## src/rtl/psum_acc_relu_if.sv

```systemverilog
// Handshake bundle for psum_acc_relu: partial-sum input stream and result output stream.
interface psum_acc_relu_if;
  logic               psum_valid;
  logic signed [33:0] psum_in;
  logic               psum_ready;
  logic               out_valid;
  logic               out_ready;
  logic signed [15:0] out_data;

  modport master (
    output psum_valid, psum_in, out_ready,
    input  psum_ready, out_valid, out_data
  );

  modport slave (
    input  psum_valid, psum_in, out_ready,
    output psum_ready, out_valid, out_data
  );
endinterface

```

## src/rtl/psum_acc_relu.sv

```systemverilog
// Partial-sum accumulator with optional ReLU, round-half-up requantization and 16-bit saturation.
// Define PSUM_RELU_EN to clamp negative sums to zero (output range 0..32767).
module psum_acc_relu (
  input  logic           clk,
  input  logic           rst,
  input  logic           clear,
  psum_acc_relu_if.slave bus,
  input  logic [1:0]     acc_len,
  input  logic [3:0]     shift,
  output logic           busy,
  output logic           ovf
);

  typedef enum logic [1:0] {IDLE, ACC, HOLD} state_t;

  state_t             state, state_nxt;
  logic signed [35:0] acc;
  logic [1:0]         cnt, len_q;
  logic [3:0]         shift_q;

  logic               accept, start, done, sat;
  logic [1:0]         len_eff, cnt_nxt;
  logic [3:0]         sh_eff;
  logic signed [35:0] psum_ext, sum_nxt;
  logic signed [36:0] relu_sum, round_add, rounded, shifted;
  logic signed [15:0] res;

  assign bus.psum_ready = (state != HOLD) || bus.out_ready;
  assign bus.out_valid  = (state == HOLD);

  // A group starts on any accept outside ACC (including back-to-back from HOLD),
  // so the final-sum path uses the live acc_len/shift then and the latched copies otherwise.
  always_comb begin
    accept   = bus.psum_valid && bus.psum_ready;
    start    = accept && (state != ACC);
    len_eff  = start ? ((acc_len == 2'd0) ? 2'd1 : acc_len) : len_q;
    sh_eff   = start ? shift : shift_q;
    psum_ext = {{2{bus.psum_in[33]}}, bus.psum_in};
    sum_nxt  = start ? psum_ext : acc + psum_ext;
    cnt_nxt  = start ? 2'd1 : cnt + 2'd1;
    done     = accept && (cnt_nxt == len_eff);

    relu_sum = {sum_nxt[35], sum_nxt};
`ifdef PSUM_RELU_EN
    if (sum_nxt[35]) relu_sum = '0;
`endif
    round_add = (sh_eff != 4'd0) ? (37'sd1 <<< (sh_eff - 4'd1)) : 37'sd0;
    rounded   = relu_sum + round_add;
    shifted   = rounded >>> sh_eff;

    sat = 1'b0;
    res = shifted[15:0];
    if (shifted > 37'sd32767) begin
      sat = 1'b1;
      res = 16'sd32767;
    end
`ifndef PSUM_RELU_EN
    else if (shifted < -37'sd32768) begin
      sat = 1'b1;
      res = -16'sd32768;
    end
`endif
  end

  always_comb begin
    state_nxt = state;
    busy      = (state != IDLE);
    case (state)
      IDLE, ACC: if (accept) state_nxt = done ? HOLD : ACC;
      HOLD: begin
        if (accept)             state_nxt = done ? HOLD : ACC;
        else if (bus.out_ready) state_nxt = IDLE;
      end
      default: state_nxt = IDLE;
    endcase
  end

  always_ff @(posedge clk or posedge rst) begin
    if (rst)        state <= IDLE;
    else if (clear) state <= IDLE;
    else            state <= state_nxt;
  end

  always_ff @(posedge clk or posedge rst) begin
    if (rst) begin
      acc          <= '0;
      cnt          <= '0;
      len_q        <= '0;
      shift_q      <= '0;
      bus.out_data <= '0;
      ovf          <= 1'b0;
    end else if (clear) begin
      acc          <= '0;
      cnt          <= '0;
      len_q        <= '0;
      shift_q      <= '0;
      bus.out_data <= '0;
      ovf          <= 1'b0;
    end else begin
      if (accept) begin
        acc <= sum_nxt;
        cnt <= cnt_nxt;
      end
      if (start) begin
        len_q   <= len_eff;
        shift_q <= shift;
      end
      if (done) begin
        bus.out_data <= res;
        if (sat) ovf <= 1'b1;
      end
    end
  end

endmodule

```

## src/flat_wrapper.sv

```systemverilog
// flat-port wrapper written by rule: the top's interface ports become plain ports
module psum_acc_relu_flat 
  (clk, rst, clear, acc_len, shift, busy, ovf, bus_psum_valid, bus_psum_in, bus_out_ready, bus_psum_ready, bus_out_valid, bus_out_data);
  psum_acc_relu_if bus_i ();
  input  logic clk;
  input  logic rst;
  input  logic clear;
  input  logic [1:0] acc_len;
  input  logic [3:0] shift;
  output logic busy;
  output logic ovf;
  input wire logic [$bits(bus_i.psum_valid)-1:0] bus_psum_valid;
  input wire logic [$bits(bus_i.psum_in)-1:0] bus_psum_in;
  input wire logic [$bits(bus_i.out_ready)-1:0] bus_out_ready;
  output wire logic [$bits(bus_i.psum_ready)-1:0] bus_psum_ready;
  output wire logic [$bits(bus_i.out_valid)-1:0] bus_out_valid;
  output wire logic [$bits(bus_i.out_data)-1:0] bus_out_data;
  assign bus_i.psum_valid = bus_psum_valid;
  assign bus_i.psum_in = bus_psum_in;
  assign bus_i.out_ready = bus_out_ready;
  assign bus_psum_ready = bus_i.psum_ready;
  assign bus_out_valid = bus_i.out_valid;
  assign bus_out_data = bus_i.out_data;
  psum_acc_relu u_core (.clk(clk), .rst(rst), .clear(clear), .bus(bus_i), .acc_len(acc_len), .shift(shift), .busy(busy), .ovf(ovf));
endmodule
```

## config.mk

```make
export PLATFORM = sky130hd
export DESIGN_NAME = psum_acc_relu_flat
export DESIGN_NICKNAME = d
export VERILOG_FILES = /design/src/rtl/psum_acc_relu_if.sv /design/src/rtl/psum_acc_relu.sv /design/src/flat_wrapper.sv
export SDC_FILE = /design/constraint.sdc
export NUM_CORES = 1
export LEC_CHECK = 0
export CAP_MARGIN = 10
export CORE_MARGIN = 3
export CORE_UTILIZATION = 50
export DETAILED_ROUTE_END_ITERATION = 6
export GPL_ROUTABILITY_DRIVEN = 0
export PLACE_DENSITY = 0.72
export SETUP_SLACK_MARGIN = 0.1
export SYNTH_ARGS = -nofsm -noshare
export SYNTH_HDL_FRONTEND = slang
export SYNTH_SLANG_ARGS = --single-unit
```

## constraint.sdc

```tcl
create_clock -name clk -period 7 [get_ports clk]
set_input_delay 1.4 -clock clk [delete_from_list [all_inputs] [get_ports clk]]
set_output_delay 1.4 -clock clk [all_outputs]
set_load 0.02 [all_outputs]
```

* Word level (Yosys, flattened, before mapping)
Index checks and enable logic that the tools add are counted.
** Storage, ports and cells
- Register bits :: 63
- Input bits :: 45
- Output and inout port bits :: 20
- Logic and storage cells :: 65
** Cells by class
- Add/sub/neg operators :: 4
- Order comparisons :: 2
- Eq/ne operators :: 7
- Shift-type cells :: 2
- Multiplexer cells :: 28
- Reductions and logical operators :: 15
** Operators by type and width (count)
- 36-bit two-way mux :: 3
- 16-bit two-way mux :: 4
- 36-bit by 37-bit adder with 37-bit output :: 1
- 37-bit by 16-bit > comparator with 1-bit output (second input constant) :: 1
- 37-bit by 16-bit less-than comparator with 1-bit output (second input constant) :: 1
- 37-bit two-way mux :: 1
- 2-bit by 4-bit <<< shifter with 37-bit output (first input constant) :: 1
- 37-bit by 4-bit >>> shifter with 37-bit output :: 1
- 36-bit by 34-bit adder with 36-bit output :: 1
- 2-bit two-way mux :: 12
- 2-bit nonzero test :: 5
- 4-bit two-way mux :: 2
- 1-bit two-way mux :: 5
- 2-bit zero test :: 2
- 4-bit by 3-bit != test with 1-bit output (second input constant) :: 1
- 2-bit one-hot mux with 2 select lines :: 1
- 2-bit AND reduction :: 2
- 4-bit nonzero test :: 1
- 4-bit by 1-bit subtractor with 4-bit output (second input constant) :: 1
- 1-bit logical AND :: 3
- 3-bit by 2-bit != test with 1-bit output (second input constant) :: 1
- 2-bit by 1-bit adder with 2-bit output (second input constant) :: 1
- 2-bit by 1-bit equality test with 1-bit output (second input constant) :: 1
- 2-bit equality test :: 1
- other kinds (5) :: 5

* Logic depth before layout (Yosys ltp)
- Depth after elaboration :: 16
- Gate-level depth with buffers :: 32
- Depth with buffers taken out :: 26

* Least setup slack after synthesis
OpenSTA, ideal clock, no wires.
- Path type :: in2reg
- Start :: input bus_out_ready
- End :: register u_core.bus.out_data[13]
- Setup time :: 94 ps
- Arrival time :: 8416 ps
- Setup slack :: -1510 ps
- Cell stages on the path :: 32
- Cells stage by stage :: nor3b_2 -> or3_1 -> clkbuf_1 -> buf_4 -> buf_2 -> buf_2 -> buf_2 -> buf_1 -> nand2_1 -> nand2_1 -> clkbuf_1 -> buf_1 -> buf_1 -> nand2_1 -> nor2_1 -> ha_1 -> clkbuf_1 -> nand2_1 -> o21ai_1 -> a31oi_1 -> o31ai_2 -> nand3_1 -> or4_1 -> a211o_1 -> o21ai_1 -> mux2i_1 -> or4bb_1 -> a31oi_1 -> nand4_1 -> nor4_4 -> o221ai_1 -> a211oi_1
** On the way
- Longest elaborated chain between the ends :: 14
** Ends and longest elaborated chain
- start, declared :: line flat_wrapper.sv:14 : input wire logic [$bits(bus_i.out_ready)-1:0] bus_out_ready;
- 1-bit logical OR * :: line psum_acc_relu.sv:28 : assign bus.psum_ready = (state != HOLD) || bus.out_ready;
- 1-bit logical AND * :: line psum_acc_relu.sv:34 : accept = bus.psum_valid && bus.psum_ready;
- 1-bit logical AND :: line psum_acc_relu.sv:35 : start = accept && (state != ACC);
- 4-bit two-way mux :: line psum_acc_relu.sv:37 : sh_eff = start ? shift : shift_q;
- 4-bit by 1-bit subtractor with 4-bit output :: line psum_acc_relu.sv:47 : round_add = (sh_eff != 4'd0) ? (37'sd1 <<< (sh_eff - 4'd1)) : 37'sd0;
- 2-bit by 4-bit <<< shifter with 37-bit output :: line psum_acc_relu.sv:47
- 37-bit two-way mux :: line psum_acc_relu.sv:47
- 36-bit by 37-bit adder with 37-bit output :: line psum_acc_relu.sv:48 : rounded = relu_sum + round_add;
- 37-bit by 4-bit >>> shifter with 37-bit output :: line psum_acc_relu.sv:49 : shifted = rounded >>> sh_eff;
- 37-bit by 16-bit less-than comparator with 1-bit output :: line psum_acc_relu.sv:58 : else if (shifted < -37'sd32768) begin
- 16-bit two-way mux :: line psum_acc_relu.sv:58
- 16-bit two-way mux :: line psum_acc_relu.sv:53 : if (shifted > 37'sd32767) begin
- 16-bit two-way mux :: line psum_acc_relu.sv:108 : if (done) begin
- 16-bit two-way mux :: line psum_acc_relu.sv:92 : end else if (clear) begin
- end signal, assigned :: line psum_acc_relu.sv:109 : bus.out_data <= res;
- end, declared :: line psum_acc_relu_if.sv:17 : output psum_ready, out_valid, out_data
Every way passes the cells marked *; elsewhere a longest branch is shown, timed or not. The select of a mux whose other input is x is not followed.
A chain may end at the register's enable or synchronous reset.

* Worst setup path after layout
- Start :: input bus_psum_in[7]
- End :: register u_core.bus.out_data[13]
** On the way
- Longest elaborated chain between the ends :: 9
** Ends and longest elaborated chain
- start, declared :: line flat_wrapper.sv:13 : input wire logic [$bits(bus_i.psum_in)-1:0] bus_psum_in;
- 36-bit by 34-bit adder with 36-bit output :: line psum_acc_relu.sv:39 : sum_nxt = start ? psum_ext : acc + psum_ext;
- 36-bit two-way mux * :: line psum_acc_relu.sv:39
- 36-bit by 37-bit adder with 37-bit output * :: line psum_acc_relu.sv:48
- 37-bit by 4-bit >>> shifter with 37-bit output * :: line psum_acc_relu.sv:49
- 37-bit by 16-bit less-than comparator with 1-bit output :: line psum_acc_relu.sv:58
- 16-bit two-way mux :: line psum_acc_relu.sv:58
- 16-bit two-way mux * :: line psum_acc_relu.sv:53
- 16-bit two-way mux * :: line psum_acc_relu.sv:108
- 16-bit two-way mux * :: line psum_acc_relu.sv:92
Marked as above.

==> metrics.md <==
| Metric | Value |
|---|---|
| Met1 usage | between 40% and 50% |
| Count of input and output buffers | 64 |
| GR Layer Usage met2 | between 50% and 60% |
| Initial core utilization | 51.7% |
| Final setup margin | -173 ps |
| Buffer levels on the longest clock path | 2 |
| Number of sinks on the clock net | 63 |
| Residual overflow from global routing | 0 |
| Placement-stage cell area | roughly 12000 sq um |
| Area of the core | between 15000 and 20000 sq um |
| Global-route layer with the greatest usage | met2 |
| Yosys reg bits | 63 |
| Hold violation count in the final report | 0 |
| Maxcap violations | 0 |
| Aggregate routed wire length | between 30 and 40 mm |
| Setup clock skew after layout | 14.9 ps |
| Average routed wire per standard cell | 21.0 microns |
| Vias | roughly 12000 |
| Layout fillers | 1291 |
| Synth warnings | 0 |
| Final number of max-transition violations | 0 |
| TritonCTS clock tree | yes |
| Post-Synthesis Cell Area | 9070 sq um |
| Setup repair after global routing missed its margin | yes |
| Crit path required time | ~7300 ps |
| Start point of the worst hold path | u_core.bus.out_data[12] |
| Post-route ant nets | 0 |
| Library cells used by synthesis | between 80 and 90 |
| Violation count after the first detailed-routing iteration | 1859 |
| Initial antenna violation count | 0 |
| Seq/Total Area, Yosys | 17.4% |
| Final cell area excluding filler cells | between 10000 and 15000 sq um |
| Total Die Area | ~20000 sq um |
| Category of the worst setup path capture point | flop |
| Number of setup violations in the final report | 16 |
| Number of cell rows | between 40 and 50 |
| Syn_area_per_cell | slightly below 7 sq um |
| Number of enable-type register cells in the synthesized netlist | 0 |
| Largest net degree at the start of global routing | 64 |
| CP Class | primary input to flop |
| Sum of net half-perimeters after detailed placement | 26.1 mm |
| Status | finished with violations |
| Net total in the final layout | roughly 1700 |
| Global Route met3 Usage | under 10% |
| Relative slew slack | slightly below 40% |
| Clock root buffer master | clkbuf_16 |
| Clock latency on the worst-skew pair | ~370 ps |
| Critical path origin | bus_psum_in[7] |
| First-pass GRT wire length | 57.3 mm |
| DR vias/cell | approximately 6.7 |
| Violated checks | DRC, setup timing |
| Worst Path Max Fanout | 5 |
| Arrival time worst endpoint | approximately 7500 ps |
| Chip height | around 140 microns |
| Final total power | slightly below 3 mW |
| DRC violations left | 27 |
| Pwr per Cell Area | 228 nW/um^2 |
| Number of placed I/O pins | 65 |
| Vias in the first global route | roughly 11000 |
| Static leakage | around 5.6 nW |
| Transition at the pin with the smallest max-transition slack | between 900 and 1000 ps |
| Worst min-delay path class | flop to flop |
| Net count of the mapped netlist | around 1400 |
| Async S/R FF share, synth | between 90% and 100% |
| Cts-stage hold buffer count | 0 |
| Number of iterations in the first detailed-routing pass | 7 |
| Share of layout cells above drive strength 1 | 27.0% |
| Highest clock rate | 139 MHz |
| Clock transition at the registers of the reported paths | roughly 70 ps |
| Inserted Diodes | 0 |
| Period utilization | 102% |
| Number of clock buffers inserted by TritonCTS | 9 |
| Die width | between 100 and 150 microns |
| Overall fraction of global-route tracks in use | between 30% and 40% |
| Crit path time final | just over 7000 ps |
| Synthesized netlist cell count | roughly 1300 |
| Main synth FF type | dfrtp_1 |
| Startpoint of the most critical register-to-register path | u_core.state[0] |
| IR drop worst, VDD | about 0.00017 V |
| H-Tree Level Count | 3 |
| Area growth syn-to-layout | 41.5% |
| Category of the worst setup path launch point | primary input |
what timing repair did:
item                       in CTS  in global routing
resized for setup              72                 49
setup endpoints to repair      16                 16
buffers inserted               24                 15
gates cloned                    1                  0
pin swaps                      48                 46
where the power goes:
group	internal (mW)	switching (mW)	leakage, nW
clock network	0.251	0.210	0.139
logic	0.886	1.14	4.66
registers	0.405	0.0334	0.835
critical path: stages:
cell and delay, ps:
clkdlybuf4s50_1 430, ha_1 390, nand2_1 130, o21ai_1 260, a21oi_2 90, buf_4 150, xor2_1 140, a21oi_1 280
ha_1 320, and2_4 190, buf_4 140, a32oi_1 330, nand2b_4 90, a31o_2 220, nand3_1 180, buf_4 170
nor2_1 70, and2_2 230, buf_4 140, mux2i_1 270, o221ai_1 300, o21ai_0 380, nand4_1 200, nor4_4 340
buf_4 170, buf_12 110, o221ai_1 130, a211oi_1 210
layout make-up:
| type | count | area (sq um) | share of cell area, % |
|---|---|---|---|
| clock inverters | 6 | 43.8 | 0.341 |
| repair buffers | 357 | 2910 | 22.7 |
| multi-input cells | 1146 | 7720 | 60.2 |
| well taps | 225 | 282 | 2.19 |
| flip-flops and latches | 63 | 1580 | 12.3 |
| inverters | 16 | 60.1 | 0.468 |
| clock buffers | 10 | 239 | 1.86 |
Yosys cell counts (24+ instances only):
cell type | n | share of area, %
a211oi_1 | 41 | 3.4
a21oi_1 | 116 | 6.4
clkbuf_1 | 59 | 2.4
dfrtp_1 | 63 | 17
ha_1 | 51 | 7.0
mux2i_1 | 52 | 5.7
nand2_1 | 196 | 8.1
nand3_1 | 48 | 2.6
nand4_1 | 27 | 1.9
nor2_1 | 171 | 7.1
o211ai_1 | 27 | 2.2
o21ai_0 | 86 | 4.7
xnor2_1 | 24 | 2.3
metal layers:
layer	vias up	wire length (microns)
li1	5472	-
met3	205	3910
met5	-	0
met1	5666	15200
met2	862	17000
met4	0	2200
path summary, 6_finish.rpt:
check | slack (ps) | to | cells past startpoint
min in group asynchronous | 1620 | u_core.acc[1] | 3
setup reg to reg | 500 | u_core.bus.out_data[13] | 27
max in group asynchronous | 4770 | u_core.acc[26] | 3
hold reg to reg | 510 | u_core.bus.out_data[12] | 2
setup / recovery | -170 | u_core.bus.out_data[13] | 28
hold / removal | 510 | u_core.bus.out_data[12] | 2
stage by stage:
| step | std cells | hold slack, ps | setup TNS, ps | utilization [%] | setup WS, ps |
|---|---|---|---|---|---|
| 6_report | 1823 | 514 | -1820 | 73.2 | -173 |
| 5_1_grt | 1823 | 558 | -4690 | 73.2 | -330 |
| 4_1_cts | 1808 | 520 | 0 | 71.3 | 117 |
| 3_5_place_dp | 1768 | 507 | -10920 | 66.9 | -720 |
| 3_3_place_gp | 1768 | 495 | -9470 | 66.9 | -617 |
| 2_1_floorplan | 1304 | 484 | -6080 | - | -434 |
logic make-up (layout without fill, tap and decap cells):
group / Yosys count / in the layout / share of synthesized area (%)
compound gates: 442 / 442 / 32.1
xor+xnor: 39 / 39 / 3.77
fa+ha+maj: 53 / 53 / 7.48
buf+inv: 95 / 389 / 4.08
flops: 63 / 63 / 17.4
mux: 62 / 62 / 6.98
other cells: 1 / 1 / 0.0414
simple gates: 549 / 549 / 28.2
placed cells by master, fill, tap and decap left out, types with 6 or more instances in the layout:
| cell type | n |
|---|---|
| o21ai_0 | 75 |
| ha_1 | 37 |
| inv_1 | 12 |
| xnor2_1 | 23 |
| a31oi_1 | 21 |
| o211ai_1 | 27 |
| clkbuf_16 | 10 |
| a311oi_1 | 6 |
| nand4_1 | 27 |
| nor2_1 | 166 |
| buf_6 | 8 |
| a211o_1 | 7 |
| ha_4 | 14 |
| nand2_1 | 183 |
| nor3_1 | 13 |
| a21oi_1 | 106 |
| and2_1 | 13 |
| nand3_1 | 47 |
| o21bai_1 | 7 |
| o21ai_1 | 10 |
| o22ai_1 | 6 |
| o2111ai_1 | 6 |
| o31ai_1 | 7 |
| a21oi_2 | 9 |
| buf_4 | 282 |
| dfrtp_1 | 63 |
| nand2_2 | 11 |
| and3_1 | 16 |
| mux2i_1 | 48 |
| mux2_2 | 10 |
| xor2_1 | 15 |
| o21a_1 | 9 |
| clkdlybuf4s50_1 | 53 |
| a211oi_1 | 39 |
| nor4_1 | 8 |
| a32oi_1 | 6 |
| a21o_1 | 23 |
flip-flops by register name, summed over array words and instances (netlist names):
name,count
u_core.acc,36
u_core.bus.out_data,16
u_core.cnt,2
u_core.len_q,2
u_core.ovf,1
u_core.shift_q,4
u_core.state,2
No activity file was read; power rests on OpenSTA's default activity.
